$ cat src/rtl/mips_isa_pkg.sv
// Shared MIPS ISA constants for the jump encoder: opcodes, error-bit
// positions and the output-stage FSM encoding.
package mips_isa_pkg;

  localparam logic [5:0] OPC_J   = 6'b000010;
  localparam logic [5:0] OPC_JAL = 6'b000011;

  // Bit positions inside out_err
  localparam int unsigned ERR_REGION = 0;
  localparam int unsigned ERR_ALIGN  = 1;
  localparam int unsigned ERR_W      = 2;

  // EMPTY: nothing held; FULL: encoded word presented on the outputs
  typedef enum logic {
    StEmpty = 1'b0,
    StFull  = 1'b1
  } enc_state_e;

endpackage

$ cat src/rtl/jump_encoder_if.sv
// Request/response bundle of the jump encoder.
// master: requester and consumer side; slave: the encoder itself.
interface jump_encoder_if;

  logic        in_valid;
  logic        in_ready;
  logic [31:0] pc;
  logic [31:0] target;
  logic        link;
  logic        out_valid;
  logic        out_ready;
  logic [31:0] instr;
  logic [1:0]  out_err;

  modport master (
    output in_valid, pc, target, link, out_ready,
    input  in_ready, out_valid, instr, out_err
  );

  modport slave (
    input  in_valid, pc, target, link, out_ready,
    output in_ready, out_valid, instr, out_err
  );

endinterface

$ cat src/rtl/jump_field_pack.sv
// Combinational J/JAL field check and pack. An out-of-region or misaligned
// target yields a NOP word plus the matching error bits.
module jump_field_pack
  import mips_isa_pkg::*;
#(
  parameter logic [5:0] OPC_J   = mips_isa_pkg::OPC_J,
  parameter logic [5:0] OPC_JAL = mips_isa_pkg::OPC_JAL
) (
  input  logic [31:0]      pc,
  input  logic [31:0]      target,
  input  logic             link,
  output logic [31:0]      instr,
  output logic [ERR_W-1:0] err
);

  // Only the region nibble of pc matters for a pseudo-direct jump
  logic unused_pc;
  assign unused_pc = ^pc[27:0];

  // Classify the target and build the instruction word
  always_comb begin
    err             = '0;
    err[ERR_REGION] = (target[31:28] != pc[31:28]);
    err[ERR_ALIGN]  = (target[1:0] != 2'b00);
    if (|err) begin
      instr = 32'h0000_0000;
    end else begin
      instr = {(link ? OPC_JAL : OPC_J), target[27:2]};
    end
  end

endmodule

$ cat src/rtl/jump_encoder.sv
// Jump encoder: accepts {pc, target, link} requests and emits J/JAL words
// through a one-deep output register with valid/ready handshakes.
// Optional statistics counters (enc_cnt, err_cnt) are built only when
// JUMP_ENC_STATS_EN is defined.
module jump_encoder
  import mips_isa_pkg::*;
#(
  parameter int unsigned CNT_W   = 16,
  parameter logic [5:0]  OPC_J   = mips_isa_pkg::OPC_J,
  parameter logic [5:0]  OPC_JAL = mips_isa_pkg::OPC_JAL
) (
  input  logic             clk,
  input  logic             rst_n,
  jump_encoder_if.slave    bus,
  input  logic             clr,
  output logic             err_sticky
`ifdef JUMP_ENC_STATS_EN
  ,
  output logic [CNT_W-1:0] enc_cnt,
  output logic [CNT_W-1:0] err_cnt
`endif
);

  enc_state_e       state_q, state_d;
  logic [31:0]      instr_q;
  logic [ERR_W-1:0] err_q;
  logic             sticky_q;

  logic [31:0]      pack_instr;
  logic [ERR_W-1:0] pack_err;
  logic             accept;
  logic             pack_bad;

  jump_field_pack #(
    .OPC_J   (OPC_J),
    .OPC_JAL (OPC_JAL)
  ) u_pack (
    .pc     (bus.pc),
    .target (bus.target),
    .link   (bus.link),
    .instr  (pack_instr),
    .err    (pack_err)
  );

  // Handshake decode; in_ready never looks at in_valid
  always_comb begin
    bus.in_ready  = (state_q == StEmpty) | bus.out_ready;
    bus.out_valid = (state_q == StFull);
    accept        = bus.in_valid & bus.in_ready;
    pack_bad      = |pack_err;
  end

  // Next-state: a new word keeps us FULL, a drain without refill empties
  always_comb begin
    state_d = state_q;
    unique case (state_q)
      StEmpty: if (accept) state_d = StFull;
      StFull: begin
        if (accept)             state_d = StFull;
        else if (bus.out_ready) state_d = StEmpty;
      end
    endcase
  end

  // State register
  always_ff @(posedge clk or negedge rst_n) begin
    if (!rst_n) state_q <= StEmpty;
    else        state_q <= state_d;
  end

  // Output word register, loaded only on accept so it holds under backpressure
  always_ff @(posedge clk or negedge rst_n) begin
    if (!rst_n) begin
      instr_q <= '0;
      err_q   <= '0;
    end else if (accept) begin
      instr_q <= pack_instr;
      err_q   <= pack_err;
    end
  end

  // Sticky error: a new error beats a simultaneous clear
  always_ff @(posedge clk or negedge rst_n) begin
    if (!rst_n)                   sticky_q <= 1'b0;
    else if (accept && pack_bad)  sticky_q <= 1'b1;
    else if (clr)                 sticky_q <= 1'b0;
  end

  assign bus.instr   = instr_q;
  assign bus.out_err = err_q;
  assign err_sticky  = sticky_q;

`ifdef JUMP_ENC_STATS_EN
  logic [CNT_W-1:0] enc_cnt_q, err_cnt_q;

  // Saturating counters; clear beats increment
  always_ff @(posedge clk or negedge rst_n) begin
    if (!rst_n) begin
      enc_cnt_q <= '0;
      err_cnt_q <= '0;
    end else if (clr) begin
      enc_cnt_q <= '0;
      err_cnt_q <= '0;
    end else if (accept) begin
      if (enc_cnt_q != '1)             enc_cnt_q <= enc_cnt_q + CNT_W'(1);
      if (pack_bad && err_cnt_q != '1) err_cnt_q <= err_cnt_q + CNT_W'(1);
    end
  end

  assign enc_cnt = enc_cnt_q;
  assign err_cnt = err_cnt_q;
`endif

endmodule

$ cat src/flat_wrapper.sv
// flat-port wrapper written by rule: the top's interface ports become plain ports
module jump_encoder_flat import mips_isa_pkg::*;
#(
  parameter int unsigned CNT_W   = 16,
  parameter logic [5:0]  OPC_J   = mips_isa_pkg::OPC_J,
  parameter logic [5:0]  OPC_JAL = mips_isa_pkg::OPC_JAL
)
  (clk, rst_n, clr, err_sticky, bus_in_valid, bus_pc, bus_target, bus_link, bus_out_ready, bus_in_ready, bus_out_valid, bus_instr, bus_out_err);
  jump_encoder_if bus_i ();
  input  logic clk;
  input  logic rst_n;
  input  logic clr;
  output logic err_sticky;
  input wire logic [$bits(bus_i.in_valid)-1:0] bus_in_valid;
  input wire logic [$bits(bus_i.pc)-1:0] bus_pc;
  input wire logic [$bits(bus_i.target)-1:0] bus_target;
  input wire logic [$bits(bus_i.link)-1:0] bus_link;
  input wire logic [$bits(bus_i.out_ready)-1:0] bus_out_ready;
  output wire logic [$bits(bus_i.in_ready)-1:0] bus_in_ready;
  output wire logic [$bits(bus_i.out_valid)-1:0] bus_out_valid;
  output wire logic [$bits(bus_i.instr)-1:0] bus_instr;
  output wire logic [$bits(bus_i.out_err)-1:0] bus_out_err;
  assign bus_i.in_valid = bus_in_valid;
  assign bus_i.pc = bus_pc;
  assign bus_i.target = bus_target;
  assign bus_i.link = bus_link;
  assign bus_i.out_ready = bus_out_ready;
  assign bus_in_ready = bus_i.in_ready;
  assign bus_out_valid = bus_i.out_valid;
  assign bus_instr = bus_i.instr;
  assign bus_out_err = bus_i.out_err;
  jump_encoder #(.CNT_W(CNT_W), .OPC_J(OPC_J), .OPC_JAL(OPC_JAL)) u_core (.clk(clk), .rst_n(rst_n), .bus(bus_i), .clr(clr), .err_sticky(err_sticky));
endmodule
$ cat config.mk
export PLATFORM = sky130hd
export DESIGN_NAME = jump_encoder_flat
export DESIGN_NICKNAME = d
export VERILOG_FILES = /design/src/rtl/mips_isa_pkg.sv /design/src/rtl/jump_encoder_if.sv /design/src/rtl/jump_field_pack.sv /design/src/rtl/jump_encoder.sv /design/src/flat_wrapper.sv
export SDC_FILE = /design/constraint.sdc
export NUM_CORES = 1
export LEC_CHECK = 0
export ABC_CLOCK_PERIOD_IN_PS = 1700
export CAP_MARGIN = 10
export CORE_ASPECT_RATIO = 1.5
export CORE_UTILIZATION = 32
export CTS_CLUSTER_SIZE = 28
export DETAILED_ROUTE_END_ITERATION = 10
export PLACE_DENSITY_LB_ADDON = 0.25
export SLEW_MARGIN = 20
export SYNTH_ARGS = -nofsm -noshare
export SYNTH_HDL_FRONTEND = slang
export SYNTH_SLANG_ARGS = --single-unit
$ cat constraint.sdc
create_clock -name clk -period 1.7 [get_ports clk]
set_input_delay 0.17 -clock clk [delete_from_list [all_inputs] [get_ports clk]]
set_output_delay 0.17 -clock clk [all_outputs]
set_load 0.02 [all_outputs]
==> impl_metrics.yaml <==
synth:
  avgSynthCellArea_um2: 14.5
  synth_compound_area_share_pct: 22.8
  synth_area_um2: 1340
  yosysSeqAreaShare_pct: 60.0
  synth_top_cell_area_share_pct: 60.0
  synth_cell_types: 20
  synth_top_family_by_area: "compound AO/OA/AOI/OAI gates"
  syn_inst: 92
  synth_seq_cells: 32
  muxShareOfSynthArea_pct: 0
  synthAdderAreaFrac_pct: 0
  synth_top_area_cell: "dfrtp_1"
  ys_top_cells_by_area: "dfrtp_1, a32o_1, buf_6"
  synth_warnings: 0
  yosys.area_share.simple_pct: 5.34
  synthXorXnorAreaFrac_pct: 2.62
floorplanning:
  core_um2: 3960
  die_area_um2: 4440
  io_pins: 107
  start_util_pct: 33.7
  fp.dieH_um: 81.1
  rows: 28
  die_w_um: 54.7
power:
  ir_drop_v: 0.000794
  power_density_nw_per_um2: 840
  leakagePower_nw: 0.918
  total_power_mw: 1.84
timing:
  setup_viol: 0
  fin_crit_sh_pct: 93.2
  slew_viol_final: 0
  finalSetupTns_ns: 0
  rsz0062_at_grt: "false"
  hold_viol: 0
  layout_min_cycle_time_ns: 1.58
  clock_skew_ns: 0.00325
  fin_ws_ns: 0.115
  whs_ns: 0.280
  fmax_mhz: 631
clocking:
  cts_tree: "done"
  clk_latency_ns: 0.28
  clock-root-buffer: "clkbuf_8"
  cts_resized: 0
  htreeDepth: 2
  path_clk_slew_ns: 0.07
  clock_path_buffers: 2
  cts_buffers: 5
  post-cts-setup-buffers: 0
  hold_buffers: 0
  clkSinkCount: 32
placement:
  port_buffers: 74
  placed_area_um2: 2070
  dp.cells: 204
  dp_slack_ns: 0.0763
  gp_congestion: 0.636
  dpl.hpwl_mm: 2.33
grt:
  grt_use_total_pct: 17.2
  grt_pass1_vias: 1196
  grt_pass1_wl_mm: 5.37
  grt_max_degree: 33
  antenna_found_initial: 0
  overflow: 0
finish:
  fillers: 348
  stdcell_count: 212
  drive_gt1_share_pct: 8.98
  design_area_um2: 2200
  fin_util_pct: 55.5
  antennaDiodeCount: 0
  nets: 236
  area_growth_pct: 64.5
critical_path:
  cp_data_required_time_ns: 1.53
  r2r_setup_slack_ns: 0.47
  arrival_ns: 1.41
  timing.rr.start: "u_core.bus.out_valid"
  r2r_end: "u_core.bus.instr[14]"
  start_kind: "flop"
  worstSetupPathType: "reg2out"
  cp-end-kind: "output pin"
  reg2reg_depth: 3
  critPathMaxFanout: 8
route:
  drc_errors: 0
  viasPerCell: 5.30
  first_pass_iters: 4
  wl_per_cell_um: 15.6
  vias: 1123
  ant_nets: 0
  wl_mm: 3.32
  drt_iter0_drc: 27
job:
  drv_cap: 0
outcome:
  outcome: "finished clean"
min_path:
  min_path_type: "in2async"
==> Yosys cell counts <==
master    count
nand2b_4      1
dfrtp_1      32
nand2_1       1
nand3b_1      1
nand2b_1      1
nor2_1        2
and3_4        1
nor4_4        1
a31oi_1       1
clkbuf_1      1
buf_4         4
o221ai_1      1
a32o_1       27
conb_1        1
a22o_1        1
a21oi_1       2
xor2_1        4
buf_2         3
inv_1         1
buf_6         6
==> logic make-up (layout without fill, tap and decap cells) <==
family / count (synthesis) / count (layout)
XOR/XNOR: 4 / 4
AO/OA/AOI/OAI: 32 / 32
flip-flops: 32 / 32
other: 1 / 4
buffers and inverters: 15 / 87
AND/OR/NAND/NOR: 8 / 8
==> placed cells by master, fill, tap and decap left out <==
cell type / instances
bufinv_16: 1
and3_4: 1
dfrtp_1: 32
a22o_1: 1
nand2b_4: 1
nand2b_1: 1
a32o_1: 27
nor4_4: 1
buf_12: 1
a31oi_1: 1
clkbuf_8: 7
nand3b_1: 1
conb_1: 4
inv_1: 1
xor2_1: 4
clkdlybuf4s50_1: 74
o221ai_1: 1
a21oi_1: 2
buf_4: 3
nor2_1: 2
nand2_1: 1
==> layer usage <==
| metal | global-route usage (%) | vias to the layer above | part of all wire, % |
|---|---|---|---|
| met5 | 0 | - | 0 |
| met4 | 7.69 | 0 | 2.0 |
| met3 | 5.62 | 7 | 7.2 |
| met2 | 29.4 | 52 | 54 |
| met1 | 18.5 | 564 | 36 |
| li1 | - | 500 | - |
==> area by class of cell <==
class / count / area, um^2 / area share [%]
clock inverter: 1 / 30.0 / 1.37
tap: 45 / 56.3 / 2.56
clock buffer: 7 / 96.3 / 4.39
multi-input combinational: 48 / 425 / 19.4
inverter: 1 / 3.75 / 0.171
sequential: 32 / 801 / 36.5
timing repair buffer: 78 / 783 / 35.7
==> flip-flops by register name (all words and copies together) (netlist names) <==
| signal | count |
|---|---|
| u_core.bus.out_valid | 1 |
| u_core.err_sticky | 1 |
| u_core.bus.instr | 28 |
| u_core.bus.out_err | 2 |
==> worst max-delay path, stage by stage, from the launching register on <==
cell,delay (ns)
dfrtp_1,0.41
nand2b_4,0.12
clkdlybuf4s50_1,0.61
==> how the worst max path moves through the flow <==
stage / from / end / slack (ns) / depth (start not counted)
after detailed placement: bus_pc[28] / u_core.err_sticky / 0.08 / 5
after floorplan: u_core.bus.out_valid / u_core.bus.instr[0] / 0.25 / 6
after global routing: u_core.bus.out_valid / bus_in_ready / 0.05 / 2
after CTS: u_core.bus.out_valid / bus_in_ready / 0.1 / 2
after global placement: bus_pc[28] / u_core.err_sticky / 0.1 / 5
final: u_core.bus.out_valid / bus_in_ready / 0.12 / 2
==> power by group <==
part           internal [mW]  switching, mW
Sequential             0.778        0.00923
Clock                  0.517          0.274
Combinational          0.145          0.121
(Power assumes the default switching activity.)
==> edit, RTL diff (same settings) <==
Put one more register stage on the output `err_sticky`. The value now appears one clock later. The other outputs are not delayed to match.
--- a/src/rtl/jump_encoder.sv
+++ b/src/rtl/jump_encoder.sv
@@ -88,7 +88,9 @@
 
   assign bus.instr   = instr_q;
   assign bus.out_err = err_q;
-  assign err_sticky  = sticky_q;
+  always_ff @(posedge clk) begin
+    err_sticky <= sticky_q;
+  end
 
 `ifdef JUMP_ENC_STATS_EN
   logic [CNT_W-1:0] enc_cnt_q, err_cnt_q;
Function: changed (Yosys sat finds a counterexample within 4 cycles, from zero or initial values and one cycle with rst_n low).
==> edit against the original RTL <==
Critical endpoint unchanged. Sequential cell count rose by 1. Cell area is 0.40% higher. Synthesized area is 1.5% higher. Die area increased by 1.5%. Combinational power about the same. First-iteration DRC count shrank 56%. Routed wire length increased by 0.63%. Worst setup slack improved by 0.0055 ns. Power shrank 2.1%.
==> edit: results (changes against the original RTL) <==
- The detailed router's first-iteration violation count is 12 (-56%).
* Largest net degree at the start of global routing: 33 (unchanged)
- The post-detailed-routing wire length was 3.34 mm (+0.63%).
- The run finished with clean final reports.
* Standard cell area after detailed placement: 2090 um^2 (+0.97%)
- The synthesized area divided by synthesized cell count is 14.6 um^2 (+0.41%).
- The final weighted congestion in routability-driven placement was 0.618 (-3.0%).
- The share of the clock period used by the worst path after layout is 0.929 (-0.00326).
* Share of synthesized area occupied by flip-flops and latches: 0.606 (+0.00591)
- WP data arrival: 1.41 ns (about the same)
- Share of layout cells above drive strength 1: 0.0893 (-0.000535)
- The largest fanout on the critical path is 8 (unchanged).
- By startpoint and endpoint, the worst setup path is classified as reg -> out.
- The wire length of the first global-routing pass is 5.32 mm (-0.91%).
- The via count of the first global-routing pass came to 1138 (-4.8%).
- The final setup skew came to 0.00752 ns (+0.00427 ns).
- Final-stage net count: 237 (+0.42%)
- Warnings, synthesis: 0 (unchanged)
* Pre-CTS setup slack: 0.0516 ns (-0.0247 ns)
* Hold WS: 0.282 ns (+0.00234 ns)
- The post-route non-filler standard cell count was 213 (+0.47%).
- By area the synthesized netlist is led by sky130_fd_sc_hd__dfrtp_1 59%, sky130_fd_sc_hd__a32o_1 20%, sky130_fd_sc_hd__buf_6 5.0%, sky130_fd_sc_hd__xor2_1 2.6%, sky130_fd_sc_hd__buf_4 2.2%.
- The worst supply voltage drop on vdd was 0.000628 V (-21%).
- The total track usage is 0.168 (-0.00428).
* Asr flop ratio synth: 0.970 (-0.0303)
- Number of antenna violations at the first check in global routing: 0 (unchanged)
- Max stage delay cell, worst path: sky130_fd_sc_hd__clkdlybuf4s50_1
- Via-per-instance ratio: 5.15 (-2.8%)
- Count of cell types in the netlist: 21 (+5.0%)
* Leakage power summed over all cells: 0.916 nW (-0.19%)
- Number of setup buffers added after CTS: 0 (unchanged)
- Filler cells: 355 (+2.0%)
[edit: cell types whose count changed after synthesis]
cell and delta:
sky130_fd_sc_hd__dfxtp_1 +1
[edit: per-layer routing]
metal,track usage,wire (um)
met1,0.183,1230
met5,0,0
met2,0.284,1810
met4,0.0600,48
met3,0.0685,248
[edit: final timing paths]
kind	to	cells after the start
max	bus_in_ready	2
min	u_core.bus.instr[24]$_DFFE_PN0P_	2
max reg2reg	u_core.bus.instr[16]$_DFFE_PN0P_	3
min reg2reg	u_core.err_sticky$_DFF_P_	0
max in group asynchronous	u_core.bus.instr[14]$_DFFE_PN0P_	2
min in group clk	u_core.err_sticky$_DFF_P_	0
[edit: where the power goes]
part / switching, mW / total, mW / internal, mW
Clock: 0.288 / 0.726 / 0.438
Sequential: 0.00981 / 0.814 / 0.804
Combinational: 0.121 / 0.266 / 0.145
[edit: cell type report]
| cell class | count | area (um^2) | share of cell area |
|---|---|---|---|
| clock buffers | 5 | 68.8 | 0.0312 |
| clock inverters | 3 | 46.3 | 0.0210 |
| inverters | 1 | 3.75 | 0.00170 |
| multi-input cells | 48 | 425 | 0.193 |
| flip-flops and latches | 33 | 821 | 0.372 |
| well taps | 45 | 56.3 | 0.0255 |
| repair buffers | 78 | 783 | 0.355 |
[edit: cell families (layout without fill, tap and decap cells)]
| logic type | Yosys count | after routing | share of synthesized area |
|---|---|---|---|
| AO/OA/AOI/OAI | 32 | 32 | 0.224 |
| flip-flops | 33 | 33 | 0.606 |
| XOR/XNOR | 4 | 4 | 0.0259 |
| other | 1 | 4 | 0.00277 |
| AND/OR/NAND/NOR | 8 | 8 | 0.0526 |
| buffers and inverters | 15 | 87 | 0.0886 |
